===== config.mk =====
export PLATFORM = sky130hd
export DESIGN_NAME = memarb_flat
export DESIGN_NICKNAME = d
export VERILOG_FILES = /design/src/rtl/memarb_pkg.sv /design/src/rtl/memarb_if.sv /design/src/rtl/memarb_rr_pick2.sv /design/src/rtl/memarb.sv /design/src/flat_wrapper.sv
export SDC_FILE = /design/constraint.sdc
export NUM_CORES = 1
export LEC_CHECK = 0
export ABC_AREA = 0
export BUFFER_PORTS_ARGS = -buffer_cell sky130_fd_sc_hd__buf_4
export CORE_ASPECT_RATIO = 0.75
export CORE_MARGIN = 4
export CORE_UTILIZATION = 45
export DETAILED_ROUTE_END_ITERATION = 10
export PLACE_DENSITY = 0.86
export RECOVER_POWER = 25
export SLEW_MARGIN = 15
export SYNTH_ARGS = -nofsm -noshare
export SYNTH_HDL_FRONTEND = slang
export SYNTH_HIERARCHICAL = 1
export SYNTH_SLANG_ARGS = --single-unit

===== constraint.sdc =====
create_clock -name clk -period 2.2 [get_ports clk]
set_input_delay 0.22 -clock clk [delete_from_list [all_inputs] [get_ports clk]]
set_output_delay 0.22 -clock clk [all_outputs]
set_load 0.1 [all_outputs]

===== src/rtl/memarb_pkg.sv =====
// Shared definitions for the two-port memory arbiter: FSM state encoding and
// requester port identifiers.
package memarb_pkg;

  typedef enum logic [1:0] {
    S_IDLE    = 2'd0,
    S_ACC_CPU = 2'd1,
    S_ACC_DBG = 2'd2
  } state_e;

  // Port IDs double as indices into the two-bit eligibility vector.
  localparam logic P_CPU = 1'b0;
  localparam logic P_DBG = 1'b1;

endpackage


===== src/rtl/memarb_if.sv =====
// Bundle of requester handshakes and the external memory bus around memarb.
// Handshake: a requester raises req (with we/adr/wdata) and keeps it high until
// its ready pulses for one cycle; rdata is valid with ready and held afterwards.
interface memarb_if #(parameter int WIDTH = 8);
  logic             cpu_req;
  logic             cpu_we;
  logic [WIDTH-1:0] cpu_adr;
  logic [WIDTH-1:0] cpu_wdata;
  logic             cpu_ready;
  logic [WIDTH-1:0] cpu_rdata;

  logic             dbg_req;
  logic             dbg_we;
  logic [WIDTH-1:0] dbg_adr;
  logic [WIDTH-1:0] dbg_wdata;
  logic             dbg_ready;
  logic [WIDTH-1:0] dbg_rdata;

  logic             mem_write;
  logic [WIDTH-1:0] mem_adr;
  logic [WIDTH-1:0] mem_wdata;
  logic [WIDTH-1:0] mem_rdata;

  modport slave (
    input  cpu_req, cpu_we, cpu_adr, cpu_wdata,
    output cpu_ready, cpu_rdata,
    input  dbg_req, dbg_we, dbg_adr, dbg_wdata,
    output dbg_ready, dbg_rdata,
    output mem_write, mem_adr, mem_wdata,
    input  mem_rdata
  );

  modport master (
    output cpu_req, cpu_we, cpu_adr, cpu_wdata,
    input  cpu_ready, cpu_rdata,
    output dbg_req, dbg_we, dbg_adr, dbg_wdata,
    input  dbg_ready, dbg_rdata,
    input  mem_write, mem_adr, mem_wdata,
    output mem_rdata
  );
endinterface


===== src/rtl/memarb_rr_pick2.sv =====
// Combinational two-way round-robin picker: a lone eligible port wins, and on
// a tie the port that was not granted last wins.
module rr_pick2
  import memarb_pkg::*;
(
  input  logic [1:0] elig,
  input  logic       last,
  output logic       grant_valid,
  output logic       grant_id
);

  always_comb begin
    grant_valid = |elig;
    grant_id    = P_CPU;
    // With only two ports, "the other one" is simply the inverted ID.
    if (elig[P_CPU] && elig[P_DBG]) begin
      grant_id = ~last;
    end else if (elig[P_DBG]) begin
      grant_id = P_DBG;
    end
  end

endmodule


===== src/rtl/memarb.sv =====
// Round-robin arbiter sharing one byte-wide combinational-read memory between
// the CPU core and the debug/loader port, one access per grant.
module memarb
  import memarb_pkg::*;
#(
  parameter int WIDTH = 8
) (
  input  logic     clk,
  input  logic     reset,
  memarb_if.slave  bus,
  output logic     busy,
  output state_e   fsm_state
);

  state_e           state_q, state_d;
  logic             last_q, last_d;
  logic             we_q, we_d;
  logic [WIDTH-1:0] adr_q, adr_d;
  logic [WIDTH-1:0] wdata_q, wdata_d;
  logic             cpu_ready_q, cpu_ready_d;
  logic             dbg_ready_q, dbg_ready_d;
  logic [WIDTH-1:0] cpu_rdata_q, cpu_rdata_d;
  logic [WIDTH-1:0] dbg_rdata_q, dbg_rdata_d;

  logic [1:0]       elig;
  logic             grant_valid;
  logic             grant_id;

  // A port still holding req while it sees its own ready must not be re-served.
  always_comb begin
    elig        = 2'b00;
    elig[P_CPU] = bus.cpu_req && (state_q != S_ACC_CPU) && !cpu_ready_q;
    elig[P_DBG] = bus.dbg_req && (state_q != S_ACC_DBG) && !dbg_ready_q;
  end

  rr_pick2 u_pick (
    .elig        (elig),
    .last        (last_q),
    .grant_valid (grant_valid),
    .grant_id    (grant_id)
  );

  always_comb begin
    state_d     = S_IDLE;
    last_d      = last_q;
    we_d        = we_q;
    adr_d       = adr_q;
    wdata_d     = wdata_q;
    cpu_ready_d = 1'b0;
    dbg_ready_d = 1'b0;
    cpu_rdata_d = cpu_rdata_q;
    dbg_rdata_d = dbg_rdata_q;

    unique case (state_q)
      S_ACC_CPU: begin
        cpu_ready_d = 1'b1;
        if (!we_q) cpu_rdata_d = bus.mem_rdata;
      end
      S_ACC_DBG: begin
        dbg_ready_d = 1'b1;
        if (!we_q) dbg_rdata_d = bus.mem_rdata;
      end
      default: ;
    endcase

    if (grant_valid) begin
      last_d = grant_id;
      if (grant_id == P_CPU) begin
        state_d = S_ACC_CPU;
        we_d    = bus.cpu_we;
        adr_d   = bus.cpu_adr;
        wdata_d = bus.cpu_wdata;
      end else begin
        state_d = S_ACC_DBG;
        we_d    = bus.dbg_we;
        adr_d   = bus.dbg_adr;
        wdata_d = bus.dbg_wdata;
      end
    end
  end

  always_ff @(posedge clk) begin
    if (reset) begin
      state_q     <= S_IDLE;
      last_q      <= P_DBG;
      we_q        <= 1'b0;
      adr_q       <= '0;
      wdata_q     <= '0;
      cpu_ready_q <= 1'b0;
      dbg_ready_q <= 1'b0;
      cpu_rdata_q <= '0;
      dbg_rdata_q <= '0;
    end else begin
      state_q     <= state_d;
      last_q      <= last_d;
      we_q        <= we_d;
      adr_q       <= adr_d;
      wdata_q     <= wdata_d;
      cpu_ready_q <= cpu_ready_d;
      dbg_ready_q <= dbg_ready_d;
      cpu_rdata_q <= cpu_rdata_d;
      dbg_rdata_q <= dbg_rdata_d;
    end
  end

  // Address/data registers only change on a grant, so they hold through IDLE.
  assign bus.mem_adr   = adr_q;
  assign bus.mem_wdata = wdata_q;
  assign bus.mem_write = (state_q != S_IDLE) && we_q && !reset;
  assign bus.cpu_ready = cpu_ready_q;
  assign bus.dbg_ready = dbg_ready_q;
  assign bus.cpu_rdata = cpu_rdata_q;
  assign bus.dbg_rdata = dbg_rdata_q;
  assign busy          = (state_q != S_IDLE);
  assign fsm_state     = state_q;

endmodule

===== src/flat_wrapper.sv =====
// flat-port wrapper written by rule: the top's interface ports become plain ports
module memarb_flat import memarb_pkg::*;
#(
  parameter int WIDTH = 8
)
  (clk, reset, busy, fsm_state, bus_cpu_req, bus_cpu_we, bus_cpu_adr, bus_cpu_wdata, bus_cpu_ready, bus_cpu_rdata, bus_dbg_req, bus_dbg_we, bus_dbg_adr, bus_dbg_wdata, bus_dbg_ready, bus_dbg_rdata, bus_mem_write, bus_mem_adr, bus_mem_wdata, bus_mem_rdata);
  memarb_if #(.WIDTH(WIDTH)) bus_i ();
  input  logic clk;
  input  logic reset;
  output logic busy;
  output state_e fsm_state;
  input wire logic [$bits(bus_i.cpu_req)-1:0] bus_cpu_req;
  input wire logic [$bits(bus_i.cpu_we)-1:0] bus_cpu_we;
  input wire logic [$bits(bus_i.cpu_adr)-1:0] bus_cpu_adr;
  input wire logic [$bits(bus_i.cpu_wdata)-1:0] bus_cpu_wdata;
  output wire logic [$bits(bus_i.cpu_ready)-1:0] bus_cpu_ready;
  output wire logic [$bits(bus_i.cpu_rdata)-1:0] bus_cpu_rdata;
  input wire logic [$bits(bus_i.dbg_req)-1:0] bus_dbg_req;
  input wire logic [$bits(bus_i.dbg_we)-1:0] bus_dbg_we;
  input wire logic [$bits(bus_i.dbg_adr)-1:0] bus_dbg_adr;
  input wire logic [$bits(bus_i.dbg_wdata)-1:0] bus_dbg_wdata;
  output wire logic [$bits(bus_i.dbg_ready)-1:0] bus_dbg_ready;
  output wire logic [$bits(bus_i.dbg_rdata)-1:0] bus_dbg_rdata;
  output wire logic [$bits(bus_i.mem_write)-1:0] bus_mem_write;
  output wire logic [$bits(bus_i.mem_adr)-1:0] bus_mem_adr;
  output wire logic [$bits(bus_i.mem_wdata)-1:0] bus_mem_wdata;
  input wire logic [$bits(bus_i.mem_rdata)-1:0] bus_mem_rdata;
  assign bus_i.cpu_req = bus_cpu_req;
  assign bus_i.cpu_we = bus_cpu_we;
  assign bus_i.cpu_adr = bus_cpu_adr;
  assign bus_i.cpu_wdata = bus_cpu_wdata;
  assign bus_cpu_ready = bus_i.cpu_ready;
  assign bus_cpu_rdata = bus_i.cpu_rdata;
  assign bus_i.dbg_req = bus_dbg_req;
  assign bus_i.dbg_we = bus_dbg_we;
  assign bus_i.dbg_adr = bus_dbg_adr;
  assign bus_i.dbg_wdata = bus_dbg_wdata;
  assign bus_dbg_ready = bus_i.dbg_ready;
  assign bus_dbg_rdata = bus_i.dbg_rdata;
  assign bus_mem_write = bus_i.mem_write;
  assign bus_mem_adr = bus_i.mem_adr;
  assign bus_mem_wdata = bus_i.mem_wdata;
  assign bus_i.mem_rdata = bus_mem_rdata;
  memarb #(.WIDTH(WIDTH)) u_core (.clk(clk), .reset(reset), .bus(bus_i), .busy(busy), .fsm_state(fsm_state));
endmodule

; Word level (Yosys, flattened, before mapping)
; Index checks and enable logic that the tools add are counted.
[totals]
input_bits = 46
ff_bits = 38
wordCells = 39
out_inout_bits = 38
[classes]
eq_ne = 4
mux = 8
n_bitwise = 3
reduce_logical = 15
[ops]
columns = op, n
row1 = $mux 8, 2
row2 = $logic_and 1x1->1, 7
row3 = $mux 1, 5
row4 = $reduce_and 2->1, 2
row5 = $reduce_or 2->1, 2
row6 = $logic_not 1->1, 3
row7 = $not 1->1, 3
row8 = $eq 2x1->1 const B, 1
row9 = $eq 2x2->1 const B, 1
row10 = $mux 2, 1
row11 = $ne 2x1->1 const B, 1
row12 = $ne 2x2->1 const B, 1
row13 = $reduce_bool 2->1, 1

; Logic depth before layout (Yosys ltp)
; Gate-level depths: netlist (run 1).
[logic_depth]
word_depth = 6
depth_mapped = 7
depth_no_buf = 5

; Modules after synthesis
; The synthesis (run 1) kept the hierarchy.
[by_module_without_submodules]
columns = module, cells_each, area_per_inst_um2, seq_area_each_um2, n_inst
row1 = memarb, 157, 1652.8, 760.7, 1
row2 = rr_pick2, 2, 13.8, 0.0, 1

; Worst setup path after synthesis (run 1)
; OpenSTA, ideal clock, no wires.
[synth_timing]
path_kind = register -> output
from = register u_core.state_q[0] (netlist: u_core/fsm_state[0])
to = output bus_mem_write
n_path_buf = 0
path_stages_with_launch = 3
t_required_ps = 1980
setup_slack_ps = -508
arrival_time_ps = 2488
cell_sequence = dfxtp_1 -> or2_2 -> and3b_1
[synth_between]
elab_chain_len = 3
[synth_rtl]
columns = element, line
row1 = start: declaration, memarb.sv:15  ; state_e state_q, state_d;
row2 = start signal: assignment, memarb.sv:94  ; state_q <= state_d;
row3 = $reduce_bool 2->1, n/a
row4 = net busy, flat_wrapper.sv:10  ; output logic busy;
row5 = $logic_and 1x1->1 (2 in series), memarb.sv:109  ; assign bus.mem_write = (state_q != S_IDLE) && we_q && !reset;
row6 = end: declaration, flat_wrapper.sv:24  ; output wire logic [$bits(bus_i.mem_write)-1:0] bus_mem_write;
; The timed path passes the listed nets, and every way through them passes these cells.

; Worst setup path in the final report (run 1)
[layout_timing]
from = register u_core.state_q[0] (netlist: u_core/fsm_state[0])
to = register u_core.we_q
[layout_between]
elab_chain_len = 6
elab_cells_between_ends = 11
classes_between = eq/ne (2) / mux (3) / reduce/logical (6)
[layout_rtl]
columns = element, line
row1 = $ne 2x2->1 *, memarb.sv:33  ; elig[P_DBG] = bus.dbg_req && (state_q != S_ACC_DBG) && !dbg_ready_q;
row2 = $logic_and 1x1->1 * (2 in series), memarb.sv:33
row3 = net u_core.elig[1], memarb.sv:25  ; logic [1:0] elig;
row4 = $mux 1 or $logic_and 1x1->1 (tied branches), "memarb_rr_pick2.sv:18, memarb_rr_pick2.sv:16"
row5 = $mux 1 *, memarb_rr_pick2.sv:16  ; if (elig[P_CPU] && elig[P_DBG]) begin
row6 = net u_core.grant_id, memarb.sv:27  ; logic grant_id;
row7 = $mux 1 *, memarb.sv:68  ; if (grant_id == P_CPU) begin
row8 = end signal: assignment, memarb.sv:96  ; we_q <= we_d;
row9 = end: declaration, memarb.sv:17  ; logic we_q, we_d;
; Mark *: on every way through the listed nets, which the timed path passes. The rest lies on a longest branch.
; A chain may end at the register's enable or synchronous reset.

==> metrics.yaml, run 1 <==
status: "completed"
p_switching_uw: 861
worst-path-stages: 6
drc: 0
core_area_um2: 3420
crit_path_start_kind: "register"
gr-total-overflow: 0
r2r_setup_slack_ns: 0.29
synth_top_cell_area_share_pct: 45.6
numCtsBuffers: 5
fp.dieArea_um2: 4750
nets: 285
synth_cell_types: 21
die_h_um: 60.7
finalCriticalPeriod_ns: 1.91
endpoint: "u_core/we_q"
p_int_mw: 1.44
yosys_register_bits: 38
power_frac_clock_pct: 31.4
min_path_cells: 3
die_x_um: 78.3
fin_setup_tns_ns: 0
rsz0062_at_grt: "false"
wl_per_cell_um: 13.5
synth.avg_cell_area_um2: 10.5
num_vias: 1359
hold_buffers: 0
post_cts_resized: 0
num_io_pins: 84
netlist_area_um2: 1670
sw_frac_of_total_pct: 37.4
rr_worst_depth: 6
startpoint: "u_core/fsm_state[0]"
grt_pass1_wl_um: 6080
crit_required_ns: 2.36
grt_use_met3_pct: 4.15
grt_max_degree: 48
synth_nets: 205
ys_seq_area_share_pct: 45.6
r2r-end: "u_core/we_q"
whs_ns: 0.221
start_util_pct: 48.7
synth_top_area_cell: "dfxtp_1"
maxCapViolCount: 0
grt_pass1_vias: 1293
clockBufferDepth: 2
finalSetupViolCount: 0
drive_gt1_share_pct: 39.2
dp_hpwl_um: 2960
root_buffer: "clkbuf_8"
drt_first_pass_iters: 4
finalHoldViolations: 0
min_path_type: "input port to register"
antenna_left: 0
initialDrtViolationCount: 96
use_met1_pct: 21.4
rows: 18
critPathKind: "register to register"
slowest_delay_ns: 0.45
tightest_slew_ns: 1.21
synth_cells: 159
routabilityCongestion: 0.743
wirelength_um: 3920
finalClockSkew_ns: 0.00295
critPathMaxFanout: 20
post-route-period-util_pct: 86.9
powerDensity_nw_per_um2: 957
clkLatencyLatePin_ns: 0.28
h-tree-depth: 2
slowest_stage: "dfxtp_1"
antenna_found_initial: 0
crit_family: "simple AND/OR/NAND/NOR gates"
met2_usage_pct: 26.2
portBuffers: 83
clock.fmax_ghz: 0.523
slew_headroom_pct: 19.9
power.share.sequential_pct: 34.2
comb_power_share_pct: 34.3
synthTopCellsByArea: "dfxtp_1, mux2i_1, a211oi_1, nand2b_1, or2b_2"
vias_per_cell: 4.69
slew_violations: 0
cp_num_buf_inv: 1
leakage_nw: 1.09
clkTransAtPathRegs_ns: 0.07
clock-sinks: 38
cp_data_arrival_time_ns: 2.07
cts_setup_buffers: 0
crit_path_end_kind: "register"
track_usage_pct: 16.2
antennaDiodeCount: 0
area_growth_pct: 44.1
yosys_warnings: 6
rr_startpoint: "u_core/fsm_state[0]"
ir_drop_uv: 456
busiest_layer: "met2"
cts_tree: "yes"
worstPathCellList: "and2b_2 > nor3b_1 > a21boi_2 > buf_4 > mux2i_1 > a211oi_1"
## layout by cell type, fill, tap and decap left out
cell       count
buf_4         68
dfxtp_1       38
mux2i_1       33
nor2_1        17
a211oi_1      17
clkbuf_1      16
nand2b_1      14
or2b_2        10
clkbuf_8       6
nor3b_1        4
nor2b_1        3
bufinv_16      2
and2b_2        2
or2_2          1
and3b_2        1
nor3b_2        1
and3b_1        1
a211o_1        1
or3b_2         1
or3b_1         1
buf_12         1
or2_1          1
a21boi_2       1
## cell type report
type | instances | area (um^2)
clock buffer | 6 | 82.6
fill | 305 | 1020
sequential | 38 | 761
clock inverter | 2 | 60.1
timing repair buffer | 85 | 591
tap | 50 | 62.6
multi-input combinational | 109 | 845
## state kept, by name, summed over array words and instances (netlist names)
register,cells
u_core/bus.cpu_rdata,8
u_core/bus.dbg_rdata,8
u_core/bus.mem_adr,8
u_core/bus.mem_wdata,8
u_core/fsm_state,2
u_core/bus.cpu_ready,1
u_core/bus.dbg_ready,1
u_core/last_q,1
u_core/we_q,1
## Yosys cell counts
master / instances
a211o_1: 1
or3b_2: 1
a21boi_1: 1
nor2b_1: 3
dfxtp_1: 38
or2_1: 1
nand2b_1: 14
mux2i_1: 33
buf_2: 5
a211oi_1: 17
or2b_2: 10
or3b_1: 1
and3b_1: 2
nor2_1: 17
buf_6: 2
or2_2: 1
clkbuf_1: 4
buf_1: 1
nor3b_1: 4
nor3b_2: 1
and2b_2: 2
## per-layer routing
layer | vias to the layer above | part of all wire [%]
met4 | 0 | 0.69
met1 | 595 | 45
met3 | 3 | 6.8
met2 | 42 | 47
met5 | - | 0
li1 | 719 | -
## worst reg2reg max path, cell delays in order, from the launching register on
cell	delay, ns
dfxtp_1	0.45
and2b_2	0.26
nor3b_1	0.22
a21boi_2	0.19
buf_4	0.31
mux2i_1	0.27
a211oi_1	0.10
## through the flow
| step | instance area [um^2] | std cells | power [mW] | util [%] | worst slack, ns |
|---|---|---|---|---|---|
| 3_5_place_dp | 2320 | 282 | 1.62 | 67.8 | 0.379 |
| 3_3_place_gp | 2320 | 282 | 1.62 | 67.8 | 0.455 |
| 2_1_floorplan | 1670 | 159 | 1.43 | - | 0.129 |
| 5_1_grt | 2400 | 290 | 2.39 | 70.1 | 0.128 |
| 6_report | 2400 | 290 | 2.30 | 70.1 | 0.289 |
| 4_1_cts | 2460 | 290 | 2.35 | 72.0 | 0.346 |
## cell families after synthesis
| group | count (synthesis) | synth area share [%] |
|---|---|---|
| AND/OR/NAND/NOR | 57 | 21.9 |
| flip-flops | 38 | 45.6 |
| buffers and inverters | 12 | 3.98 |
| AO/OA/AOI/OAI | 19 | 8.63 |
| multiplexers | 33 | 19.8 |
## worst min path at each step
stage,from,end,slack [ns]
CTS,bus_mem_rdata[3],u_core/bus.cpu_rdata[3],0.22
global placement,u_core/bus.dbg_rdata[4],u_core/bus.dbg_rdata[4],0.46
global route,bus_mem_rdata[3],u_core/bus.cpu_rdata[3],0.23
finish,bus_mem_rdata[3],u_core/bus.cpu_rdata[3],0.22
floorplan,bus_mem_rdata[3],u_core/bus.cpu_rdata[3],0.40
detailed placement,u_core/bus.dbg_rdata[5],u_core/bus.dbg_rdata[5],0.46
## power groups by stage
stage               clock, mW  combinational (mW)  sequential, mW
global route            0.771               0.821           0.796
detailed placement          0               0.818           0.804
global placement            0               0.814           0.801
CTS                     0.741               0.820           0.789
floorplan                   0               0.219            1.21
finish                  0.723               0.789           0.787
Power figures use the tool's default switching activity.
==> run 2, diff against run 1 <==
--- a/config.mk
+++ b/config.mk
@@ -5,7 +5,7 @@
 export SDC_FILE = /design/constraint.sdc
 export NUM_CORES = 1
 export LEC_CHECK = 0
-export ABC_AREA = 0
+export ABC_AREA = 1
 export BUFFER_PORTS_ARGS = -buffer_cell sky130_fd_sc_hd__buf_4
 export CORE_ASPECT_RATIO = 0.75
 export CORE_MARGIN = 4
==> run 2 against run 1 <==
Sequential power grew 2%. Core utilization decreased by 1.2 points. Clock power is 34% lower. Largest cell class is now registers. Highest routed layer unchanged.
==> metrics.yaml, run 2 <==
synthTopCellsByArea: "dfxtp_1, nand2_1, a21oi_1, nor2_1, o21ai_1"
rr_startpoint: "u_core/fsm_state[1]"
area_growth_pct: 41.8
antenna_found_initial: 0  # unchanged
layout.cells.non_filler: 361  # +24%
finalSetupViolCount: 0  # unchanged
r2r-end: "u_core/bus.mem_adr[1]"
finalCriticalPeriod_ns: 1.71  # -0.203 ns
power_mw: 2.24  # -2.7%
synth_flop_cell: "dfxtp_1"
antennaDiodeCount: 0  # unchanged
status: "completed"
synth_common_cells: "nand2_1, dfxtp_1, a21oi_1, nor2_1, inv_1"
die_x_um: 78.0  # -0.37%
clock-sinks: 38  # unchanged
wl_per_cell_um: 11.7  # -14%
portBuffers: 83  # unchanged
mostFrequentLayoutCells: "buf_4, nand2_1, dfxtp_1"
grt_pass1_vias: 1603  # +24%
h-tree-depth: 2  # unchanged
netlist_area_um2: 1650  # -0.83%
dp_hpwl_um: 3120  # +5.5%
min_path_type: "input port to register"
hold_buffers: 0  # unchanged
clkLatencyLatePin_ns: 0.28  # about the same
holdPathEnd: "u_core/bus.dbg_ready"
drt_first_pass_iters: 4  # unchanged
num_vias: 1670  # +23%
routabilityCongestion: 0.802  # +8.0%
ys_async_sr_fraction_pct: 0  # unchanged
yosysMostFrequentCell: "nand2_1"
rows: 18  # unchanged
finalClockSkew_ns: 0.00401  # +0.00107 ns
synth_nets: 274  # +34%
mostFrequentLayoutCell: "buf_4"
cp_data_arrival_time_ns: 1.49  # -0.58 ns
fin_setup_tns_ns: 0  # unchanged
slew_violations: 0  # unchanged
min_path_cells: 2  # -1
synth_cell_types: 18  # -14%
rr_worst_depth: 10  # +4
start_util_pct: 48.6  # -0.082 points
hold_path_startpoint: "reset"
crit_path_end_kind: "output port"
placedCellCount: 353  # +25%
finalHoldViolations: 0  # unchanged
wirelength_um: 4210  # +7.2%
rsz0062_at_grt: "false"
leakage_nw: 1.22  # +12%
maxCapViolCount: 0  # unchanged
synth_edf_count: 0  # unchanged
synth_top_cell_area_share_pct: 46.0  # +0.38 points
root_buffer: "clkbuf_8"
crit_path_start_kind: "register"
vias_per_cell: 4.63  # -1.3%
grt_pass1_wl_um: 7020  # +16%
clockBufferDepth: 2  # unchanged
slew_headroom_pct: 21.2  # +1.2 points
critPathKind: "register to output port"
clkTransAtPathRegs_ns: 0.07  # about the same
synth.avg_cell_area_um2: 7.25  # -31%
nets: 356  # +25%
core_area_um2: 3400  # -0.66%
antenna_left: 0  # unchanged
cts_setup_buffers: 0  # unchanged
worstPathCellList: "clkbuf_1"
worst-path-stages: 1  # -5
synth_cells: 228  # +43%
powerDensity_nw_per_um2: 955  # -0.30%
drc: 0  # unchanged
slowest_delay_ns: 0.88  # +0.43 ns
yosys_register_bits: 38  # unchanged
num_io_pins: 84  # unchanged
die_h_um: 60.5  # -0.36%
cts_tree: "yes"
ir_drop_uv: 552  # +21%
startpoint: "u_core/bus.mem_adr[2]"
fp.dieArea_um2: 4720  # -0.73%
numCtsBuffers: 5  # unchanged
track_usage_pct: 18.6  # +2.4 points
yosys_warnings: 6  # unchanged
critPathMaxFanout: 2  # -90%
ys_seq_area_share_pct: 46.0  # +0.38 points
r2r_setup_slack_ns: 0.53  # +0.24 ns
fillers: 309  # +1.3%
tightest_slew_ns: 1.19  # -0.0186 ns
synth_top_area_cell: "dfxtp_1"
initialDrtViolationCount: 81  # -16%
gr-total-overflow: 0  # unchanged
crit_required_ns: 1.98  # -0.38 ns
post-route-period-util_pct: 77.6  # -9.2 points
drive_gt1_share_pct: 35.4  # -3.8 points
crit_family: "buffers and inverters"
clock.fmax_ghz: 0.585  # +12%
post_cts_resized: 0  # unchanged
cp_num_buf_inv: 1  # unchanged
slowest_stage: "clkbuf_1"
grt_max_degree: 34  # -29%
-- run 2: cell types whose count changed after synthesis, sizes merged, moves of 4 or more --
cell and change:
nand2 +56, a21oi +33, mux2i -33, inv +26, nor2 +25, a211oi -17, o21ai +17, nand2b -14
or2b -10, nor3b -5, clkbuf -4
-- run 2: worst max path at each step --
stage / to / slack (ns)
global route: u_core/we_q / 0.30
finish: bus_mem_adr[2] / 0.49
global placement: u_core/bus.mem_adr[5] / 0.65
detailed placement: u_core/bus.mem_wdata[6] / 0.55
floorplan: bus_mem_write / 0.06
CTS: u_core/bus.mem_wdata[6] / 0.53
-- run 2: logic make-up after synthesis --
| logic type | Yosys count | synth area share [%] |
|---|---|---|
| buf+inv | 37 | 11.7 |
| simple gates | 103 | 27.2 |
| flops | 38 | 46.0 |
| compound gates | 50 | 15.1 |
-- run 2: layout make-up --
class	instances	area [um^2]	area share, %
flip-flops and latches	38	761	32.5
multi-input cells	153	684	29.2
clock buffers	7	86.3	3.68
well taps	50	62.6	2.67
clock inverters	1	5.00	0.214
repair buffers	86	642	27.4
inverters	26	103	4.38
-- run 2: power breakdown --
group	internal, mW	switching (mW)
Combinational	0.224	0.734
Clock	0.253	0.222
Sequential	0.763	0.0411
-- run 2: per-stage QoR --
step / utilization (%) / setup slack, ns / area (um^2) / hold WS [ns]
floorplan: - / 0.0577 / 1670 / 0.292
global placement: 67.1 / 0.646 / 2280 / 0.453
finish: 68.9 / 0.492 / 2340 / 0.171
global route: 68.9 / 0.297 / 2340 / 0.167
CTS: 69.8 / 0.533 / 2370 / 0.161
detailed placement: 67.1 / 0.552 / 2280 / 0.459
-- run 2: metal layers --
layer | global-route usage, % | vias to the layer above | wire length [um]
li1 | - | 875 | -
met1 | 22.4 | 754 | 1900
met2 | 32.7 | 39 | 2040
met3 | 5.64 | 2 | 227
met4 | 5.99 | 0 | 36
met5 | 0 | - | 0
